$ cat src/rtl/pdm_capture_ctrl.sv
// -----------------------------------------------------------------------------
// pdm_capture_ctrl
//
// Records a PDM microphone stream into a word-addressed buffer. The block
// generates the microphone clock, samples the PDM bit once per microphone
// clock period (on the falling edge of pdm_clk_o), packs WORD_W bits MSB-first
// and offers each completed word to the buffer with a valid/ready handshake.
//
// Optional feature (compile-time macro):
//   PDM_CAPTURE_WRAP_EN  - defined:   buffer is circular; the address wraps to
//                                     0 after MAX_WORDS-1 and capture continues
//                                     until stop_i.
//                          undefined: a handshake at MAX_WORDS-1 fills the
//                                     buffer and ends the recording.
//
// Parameters:
//   CLK_DIV    clock_i cycles per pdm_clk_o half-period (2..1048575)
//   WORD_W     PDM bits per written word (2..32)
//   MAX_WORDS  buffer depth in words, power of two >= 2
//
// Ports:
//   clock_i      in   single clock, rising edge
//   reset_i      in   synchronous active-high reset
//   start_i      in   one-cycle request to begin recording (IDLE only)
//   stop_i       in   one-cycle request to end recording (CAPTURE only)
//   pdm_data_i   in   PDM bit, already synchronous to clock_i
//   pdm_clk_o    out  registered microphone clock
//   wr_valid_o   out  word on wr_addr_o / wr_data_o is valid
//   wr_ready_i   in   buffer accepts the word this cycle
//   wr_addr_o    out  buffer word address
//   wr_data_o    out  packed PDM bits
//   busy_o       out  high in CAPTURE or FLUSH
//   done_o       out  one-cycle pulse at recording end
//   overrun_o    out  sticky: a completed word was dropped
// -----------------------------------------------------------------------------
module pdm_capture_ctrl #(
  parameter int unsigned CLK_DIV   = 100,
  parameter int unsigned WORD_W    = 16,
  parameter int unsigned MAX_WORDS = 4096,
  localparam int unsigned AW       = $clog2(MAX_WORDS)
) (
  input  logic              clock_i,
  input  logic              reset_i,
  input  logic              start_i,
  input  logic              stop_i,
  input  logic              pdm_data_i,
  output logic              pdm_clk_o,
  output logic              wr_valid_o,
  input  logic              wr_ready_i,
  output logic [AW-1:0]     wr_addr_o,
  output logic [WORD_W-1:0] wr_data_o,
  output logic              busy_o,
  output logic              done_o,
  output logic              overrun_o
);

  localparam int unsigned DIV_W = $clog2(CLK_DIV);
  localparam int unsigned BC_W  = $clog2(WORD_W);

  localparam logic [DIV_W-1:0] DIV_LAST  = DIV_W'(CLK_DIV - 1);
  localparam logic [BC_W-1:0]  BIT_LAST  = BC_W'(WORD_W - 1);
  localparam logic [AW-1:0]    ADDR_LAST = AW'(MAX_WORDS - 1);

`ifdef PDM_CAPTURE_WRAP_EN
  localparam logic WRAP_EN = 1'b1;
`else
  localparam logic WRAP_EN = 1'b0;
`endif

  localparam logic [1:0] S_IDLE    = 2'd0;
  localparam logic [1:0] S_CAPTURE = 2'd1;
  localparam logic [1:0] S_FLUSH   = 2'd2;
  localparam logic [1:0] S_DONE    = 2'd3;

  logic [1:0]        state_q,   state_d;
  logic [DIV_W-1:0]  div_q,     div_d;
  logic              pdm_clk_q, pdm_clk_d;
  logic [BC_W-1:0]   bitcnt_q,  bitcnt_d;
  // Holds only the WORD_W-1 already-sampled bits; the last bit of a word
  // comes straight from pdm_data_i when the word completes.
  logic [WORD_W-2:0] shift_q,   shift_d;
  logic              valid_q,   valid_d;
  logic [WORD_W-1:0] data_q,    data_d;
  logic [AW-1:0]     addr_q,    addr_d;
  logic              overrun_q, overrun_d;

  logic              handshake;
  logic              full_hit;
  logic              div_wrap;
  logic              sample;
  logic              word_done;
  logic [WORD_W-1:0] word_next;

  assign handshake = valid_q & wr_ready_i;
  assign full_hit  = handshake & (addr_q == ADDR_LAST) & ~WRAP_EN;
  assign div_wrap  = (div_q == DIV_LAST);
  // Sample on the edge where pdm_clk_o falls (wrap while currently high).
  assign sample    = (state_q == S_CAPTURE) & div_wrap & pdm_clk_q;
  assign word_next = {shift_q, pdm_data_i};
  assign word_done = sample & (bitcnt_q == BIT_LAST);

  always_comb begin
    state_d   = state_q;
    div_d     = div_q;
    pdm_clk_d = pdm_clk_q;
    bitcnt_d  = bitcnt_q;
    shift_d   = shift_q;
    valid_d   = valid_q;
    data_d    = data_q;
    addr_d    = addr_q;
    overrun_d = overrun_q;

    // Handshake retires the current word; a word loading in the same cycle
    // (below) re-asserts valid at the already-advanced address.
    if (handshake) begin
      addr_d  = addr_q + AW'(1);
      valid_d = 1'b0;
    end

    case (state_q)
      S_IDLE: begin
        if (start_i) begin
          state_d   = S_CAPTURE;
          addr_d    = '0;
          bitcnt_d  = '0;
          shift_d   = '0;
          div_d     = '0;
          overrun_d = 1'b0;
          pdm_clk_d = 1'b0;
        end
      end

      S_CAPTURE: begin
        if (div_wrap) begin
          div_d     = '0;
          pdm_clk_d = ~pdm_clk_q;
        end else begin
          div_d = div_q + DIV_W'(1);
        end

        if (sample) begin
          if (word_done) begin
            bitcnt_d = '0;
            shift_d  = '0;
            if (full_hit) begin
              // Buffer just filled: nowhere to put this word.
              overrun_d = 1'b1;
            end else if (!valid_q || wr_ready_i) begin
              data_d  = word_next;
              valid_d = 1'b1;
            end else begin
              overrun_d = 1'b1;
            end
          end else begin
            bitcnt_d = bitcnt_q + BC_W'(1);
            shift_d  = word_next[WORD_W-2:0];
          end
        end

        // Partial word is abandoned; a word completing this cycle was
        // already loaded above and drains in FLUSH.
        if (stop_i || full_hit) begin
          state_d   = S_FLUSH;
          div_d     = '0;
          pdm_clk_d = 1'b0;
        end
      end

      S_FLUSH: begin
        if (!valid_q) begin
          state_d = S_DONE;
        end
      end

      S_DONE: begin
        state_d = S_IDLE;
      end

      default: begin
        state_d = S_IDLE;
      end
    endcase
  end

  always_ff @(posedge clock_i) begin
    if (reset_i) begin
      state_q   <= S_IDLE;
      div_q     <= '0;
      pdm_clk_q <= 1'b0;
      bitcnt_q  <= '0;
      shift_q   <= '0;
      valid_q   <= 1'b0;
      data_q    <= '0;
      addr_q    <= '0;
      overrun_q <= 1'b0;
    end else begin
      state_q   <= state_d;
      div_q     <= div_d;
      pdm_clk_q <= pdm_clk_d;
      bitcnt_q  <= bitcnt_d;
      shift_q   <= shift_d;
      valid_q   <= valid_d;
      data_q    <= data_d;
      addr_q    <= addr_d;
      overrun_q <= overrun_d;
    end
  end

  assign pdm_clk_o  = pdm_clk_q;
  assign wr_valid_o = valid_q;
  assign wr_addr_o  = addr_q;
  assign wr_data_o  = data_q;
  assign busy_o     = (state_q == S_CAPTURE) || (state_q == S_FLUSH);
  assign done_o     = (state_q == S_DONE);
  assign overrun_o  = overrun_q;

endmodule

$ cat config.mk
export PLATFORM = sky130hd
export DESIGN_NAME = pdm_capture_ctrl
export DESIGN_NICKNAME = d
export VERILOG_FILES = /design/src/rtl/pdm_capture_ctrl.sv
export SDC_FILE = /design/constraint.sdc
export NUM_CORES = 1
export LEC_CHECK = 0
export ABC_CLOCK_PERIOD_IN_PS = 2000
export CORE_MARGIN = 3
export CORE_UTILIZATION = 48
export CTS_BUF_LIST = sky130_fd_sc_hd__clkbuf_8
export CTS_CLUSTER_DIAMETER = 30
export DETAILED_ROUTE_END_ITERATION = 7
export MAX_ROUTING_LAYER = met4
export PLACE_DENSITY_LB_ADDON = 0.3
export SYNTH_ARGS = -nofsm -noshare
export SYNTH_HDL_FRONTEND = slang
export SYNTH_SLANG_ARGS = --single-unit
$ cat constraint.sdc
create_clock -name clock_i -period 2 [get_ports clock_i]
set_input_delay 0.2 -clock clock_i [delete_from_list [all_inputs] [get_ports clock_i]]
set_output_delay 0.2 -clock clock_i [all_outputs]
set_load 0.03 [all_outputs]
* Yosys cells after proc, flatten, opt, wreduce, memory -nomap -nowiden
Cells that the tools add are included. Widths: inputs -> output; s select.
Storage, ports and cells: bits in registers 59, logic and storage cells 78, memories 0, output and inout port bits 33, latch bits 0, bits in read-only memories 0, bits in writable memories 0
Operators by class: eq/ne operators 13, reductions and logical operators 12, div/mod/pow operators 0, $mul 0, bitwise operators 7, add/sub/neg operators 3, order comparisons 0, mux-type cells 34, shift operators 0
Operators by type and width (count):
- $mux 15 | 3
- $mux 12 | 3
- $pmux 15 s2 | 1
- $mux 7 | 3
- $pmux 7 s2 | 1
- $mux 1 | 13
- $add 12x1->12 const B | 1
- $eq 12x12->1 const B | 1
- $mux 4 | 3
- $reduce_and 5->1 | 2
- $reduce_and 3->1 | 3
- $ne 2x2->1 const B | 4
- $pmux 2 s4 | 1
- $pmux 4 s2 | 1
- $add 7x1->7 const B | 1
- $eq 7x7->1 const B | 1
- $mux 2 | 3
- $and 1x1->1 | 5
- $add 4x1->4 const B | 1
- $eq 2x2->1 const B | 2
- $eq 4x4->1 const B | 1
- $pmux 1 s2 | 2
- $logic_or 1x1->1 | 3
- $ne 3x2->1 const B | 1
- other kinds (8) | 9

* Longest topological paths before layout
depth after elaboration 7, depth in mapped cells 7, mapped depth without buffers 6

* Least setup slack after synthesis
No wires, ideal clock.
path type reg2reg, from register addr_q[0] (netlist: wr_addr_o[0]), to register state_q[0], arrival time 2.023 ns, path slack -0.108 ns, stages on the path, launching flop included 7, buffers on the path 1, cells stage by stage dfxtp_1 ha_1 nand4_1 or4_1 buf_2 a221o_1 a211oi_1
On the way: cells in the longest elaborated chain, start to end 5
RTL lines:
- start, declared | RTL line 84 | logic [AW-1:0] addr_q, addr_d;
- start signal, assigned | RTL line 204 | addr_q <= addr_d;
- $eq 12x12->1 | RTL line 95 | assign full_hit = handshake & (addr_q == ADDR_LAST) & ~WRAP_EN;
- $and 1x1->1 | RTL line 95
- $logic_or 1x1->1 | RTL line 162 | if (stop_i || full_hit) begin
- $ne 2x1->1 (no line)
- $reduce_and 3->1 (no line)
- end signal, assigned | RTL line 197 | state_q <= state_d;
- end, declared | RTL line 75 | logic [1:0] state_q, state_d;
Every way passes these cells. A chain may end at the register's enable or synchronous reset.

* Final worst setup path
from register div_q[0], to register data_q[14] (netlist: wr_data_o[14])
On the way: cells in the longest elaborated chain, start to end 5
RTL lines:
- start, declared | RTL line 76 | logic [DIV_W-1:0] div_q, div_d;
- start signal, assigned | RTL line 198 | div_q <= div_d;
- $eq 7x7->1 * | RTL line 96 | assign div_wrap = (div_q == DIV_LAST);
- $and 1x1->1 * (2 in a row) | RTL line 98 | assign sample = (state_q == S_CAPTURE) & div_wrap & pdm_clk_q;
- $and 1x1->1 | RTL line 100 | assign word_done = sample & (bitcnt_q == BIT_LAST);
- $reduce_and 5->1 (no line) *
- end signal, assigned | RTL line 203 | data_q <= data_d;
- end, declared | RTL line 83 | logic [WORD_W-1:0] data_q, data_d;
Mark *: on every way between the ends. The rest lies on a longest branch, timed or not.

==> summary.md <==
| Metric | Value |
|---|---|
| Fill cell total of the finished layout | 433 |
| CTS clock-pin slew for the worst setup and hold paths | around 0.070 ns |
| Nets in the synthesized netlist | 294 |
| Launch instance of the worst register-to-register path | div_q[0] |
| GR Util All Layers | 19.39% |
| Number of violations of the max-capacitance limit | 0 |
| Most common library cell in the layout ignoring fill and taps | sky130_fd_sc_hd__dfxtp_1 |
| Final critical delay including setup and external delays | 1.881 ns |
| Number of input and output port buffers inserted | 38 |
| Reg2reg path depth | 6 |
| Clock latency of the later-clocked register in the worst-skew pair | 0.34 ns |
| Share of synthesized registers carrying an async set or reset | 0% |
| Setup_tns | 0 ns |
| Leakage component of the power | 1.247 nW |
| Post-Synthesis Cells | 281 |
| Start point of the worst hold path | wr_data_o[2] |
| Top fanout value on the critical path | 8 |
| Leading cell types in the layout, fill and taps excluded | sky130_fd_sc_hd__dfxtp_1, sky130_fd_sc_hd__clkdlybuf4s50_1, sky130_fd_sc_hd__nand2b_1, sky130_fd_sc_hd__buf_4, sky130_fd_sc_hd__mux2i_1 |
| Fraction of final layout cells with drive strength greater than 1 | ~18% |
| DR vias | 2206 |
| Mapped Area | roughly 0.0027 mm² |
| WL final | between 5000 and 6000 µm |
| Capture instance of the worst register-to-register path | wr_data_o[14] |
| Count of boundary I/O pins | 39 |
| Total number of placement rows | 26 |
| Gpl congestion | 0.8711 |
| Warnings, synthesis | 0 |
| Largest clock skew in the final design | between 0.009 and 0.01 ns |
| Average wire length per cell after detail routing | 13.61 µm |
| Number of enable-type register cells in the synthesized netlist | 0 |
| Number of cells after detailed placement | 398 |
| Number of global-route vias before repair | 2056 |
| Largest stage delay on the critical path | 0.48 ns |
| # diodes | 0 |
| Nature of the critical path startpoint | flop |
| Post-route standard cell area excluding fillers | 0.003525 mm² |
| Clock root buffer master | sky130_fd_sc_hd__clkbuf_8 |
| Synthesis-to-layout area growth | 31.57% |
| Horiz. Die Dim | 80.71 µm |
| Antenna violation net count after detailed routing | 0 |
| Clock buffer count from CTS | 9 |
| Dpl hpwl | 3908 µm |
| Wire length of the first global-routing pass | 9404 µm |
| Clock Tree Buf Depth | 2 |
| Number of standard cells in the layout, taps in and fillers out | 414 |
| Number of post-CTS setup repair buffers | 0 |
| Sequential share of the synthesized area | 44.09% |
| Global-route congestion overflow total | 0 |
| Residual DRC | 0 |
| Number of setup violations in the final report | 0 |
| Register-to-register setup slack | roughly 0.12 ns |
| Drt via density | about 5.3 |
| Drt initial violations | 126 |
| Final Hold Fails | 0 |
| Unrepaired setup endpoints after global routing | no |
| Arrival time of the worst setup path | 2.11 ns |
| Die outline height | 80.71 µm |
| Initial antenna violation count | 0 |
| Standard cell with the maximum stage delay on the critical path | sky130_fd_sc_hd__or3b_1 |
| Cell Pwr Density | 795.0 mW/mm² |
| Dpl cell area | around 0.0033 mm² |
| Run status | complete, no violations |
| Class of the most critical hold timing path | reg -> reg |
| Relative slew slack | about 66% |
| Number of unique standard cell types used by synthesis | 45 |
| Effective utilization at floorplan | approximately 51% |
| Clock tree from TritonCTS | done |
| Category of the critical setup timing path | reg -> reg |
| Core Area | about 0.0052 mm² |
| Chain of cells forming the critical path | ha_1 -> nor2b_2 -> nand4_1 -> or3b_1 -> buf_12 -> mux2i_1 |
| Worst endpoint required time | 2.23 ns |
| Area enclosed by the die boundary | 0.006513 mm² |
| Tightest Pin Transition | 0.5066 ns |
| Worst setup EP type | flop |
| Deepest level of the CTS H-tree | 3 |
| Capture endpoint of the worst hold path | wr_data_o[2] |
| Peak supply drop | 0.6692 mV |
| Final period util | 94.07% |
| Predominant post-synthesis flop cell | sky130_fd_sc_hd__dfxtp_1 |
| Final net count | 352 |
| Fmax | between 500 and 600 MHz |
| Clock net sink count | 59 |
| Depth of the worst hold-timing path | 2 |
| Number of synthesized register bits | 59 |
| Slew Viols, Final | 0 |
| Drt first pass iters | 4 |
| Post-synthesis average cell area | roughly 9.5 µm² |
| Minimum hold slack | between 0.4 and 0.5 ns |
| Largest net degree at the start of global routing | 23 |
[synthesized netlist by cell type (2+ instances only)]
master	n	share of area, %
sky130_fd_sc_hd__and4_1	2	0.65
sky130_fd_sc_hd__ha_1	7	3.3
sky130_fd_sc_hd__nand2b_1	36	8.4
sky130_fd_sc_hd__nor2b_1	4	0.93
sky130_fd_sc_hd__nor3b_1	2	0.56
sky130_fd_sc_hd__clkbuf_1	10	1.4
sky130_fd_sc_hd__a21oi_1	10	1.9
sky130_fd_sc_hd__o21ai_0	5	0.93
sky130_fd_sc_hd__nor4bb_1	3	1.1
sky130_fd_sc_hd__nand4_1	7	1.6
sky130_fd_sc_hd__a31oi_1	4	0.93
sky130_fd_sc_hd__nand3_1	12	2.2
sky130_fd_sc_hd__nor4_1	2	0.47
sky130_fd_sc_hd__nor2_1	13	1.8
sky130_fd_sc_hd__buf_2	4	0.75
sky130_fd_sc_hd__nand2_1	16	2.2
sky130_fd_sc_hd__nor3_1	5	0.93
sky130_fd_sc_hd__a211oi_1	4	1.1
sky130_fd_sc_hd__dfxtp_1	59	44
sky130_fd_sc_hd__a22o_1	14	4.6
sky130_fd_sc_hd__mux2_2	2	0.84
sky130_fd_sc_hd__or4_1	3	0.84
sky130_fd_sc_hd__mux2i_1	18	6.7
sky130_fd_sc_hd__or3_1	3	0.70
sky130_fd_sc_hd__xor2_1	5	1.6
sky130_fd_sc_hd__xnor2_1	7	2.3
sky130_fd_sc_hd__inv_1	6	0.84
[what timing repair did]
item / CTS / global route
endpoints found under the setup margin: 13 / 40
hold buffers: 0 / 0
resized for setup: 3 / 8
[registers in the layout, summed over array words and instances (netlist names)]
signal      flops
bitcnt_q        4
div_q           7
overrun_o       1
pdm_clk_o       1
shift_q        15
state_q         2
wr_addr_o      12
wr_data_o      16
wr_valid_o      1
[area by class of cell]
| type | instances | area (µm²) | share of cell area [%] |
|---|---|---|---|
| Inverter | 6 | 22.52 | 0.6390 |
| Clock buffer | 11 | 151.4 | 4.295 |
| Sequential cell | 59 | 1189 | 33.72 |
| Clock inverter | 5 | 36.28 | 1.029 |
| Multi-Input combinational cell | 201 | 1454 | 41.25 |
| Timing Repair Buffer | 62 | 584.3 | 16.58 |
| Tap cell | 70 | 87.58 | 2.485 |
[per-stage QoR]
stage,utilization [%],setup slack [ns],total power [mW]
after floorplan,-,0.01529,1.608
after global placement,62.90,0.02035,1.808
after detailed placement,62.90,0.003362,1.809
after CTS,66.67,0.001680,2.799
after global routing,67.30,0.02448,2.951
final,67.30,0.1185,2.802
[cells by family after synthesis]
| kind of cell | after synthesis | synth area share, % |
|---|---|---|
| AO/OA/AOI/OAI | 49 | 13.17 |
| XOR/XNOR | 12 | 3.923 |
| adder cells (fa/ha/maj) | 7 | 3.269 |
| buffers and inverters | 21 | 3.270 |
| flip-flops | 59 | 44.09 |
| multiplexers | 20 | 7.566 |
| AND/OR/NAND/NOR | 113 | 24.71 |
[worst max-delay path, delay by kind of cell (launching register included)]
family,cells,cell delay (ns)
muxes,1,0.11
adders and majority gates,1,0.17
DFF,1,0.37
and+or+nand+nor,3,0.95
buffers and inverters,1,0.17
[per-layer routing]
metal  vias up  track usage, %  share of wire, %
met5         -               -                 0
met4         0           8.615               1.9
met3        13           5.157               3.9
met2        52           28.81                44
met1      1013           24.69                50
li1       1128               -                 -
[how the worst max path moves through the flow]
stage	startpoint	to	slack [ns]	cells past startpoint
after CTS	div_q[0]	wr_data_o[13]	0.002	6
after global placement	div_q[5]	bitcnt_q[0]	0.02	5
after floorplan	wr_valid_o	state_q[0]	0.02	5
final	div_q[0]	wr_data_o[14]	0.12	6
after global routing	wr_addr_o[0]	overrun_o	0.02	6
after detailed placement	div_q[0]	wr_data_o[7]	0.003	6
[where the power goes]
part | leakage [nW] | internal, mW | switching (mW)
clock | 0.0880 | 0.518 | 0.477
sequential | 0.479 | 1.19 | 0.0171
combinational | 0.681 | 0.238 | 0.358
total | 1.25 | 1.95 | 0.853
Note: power is estimated with default switching activity, not from simulation.
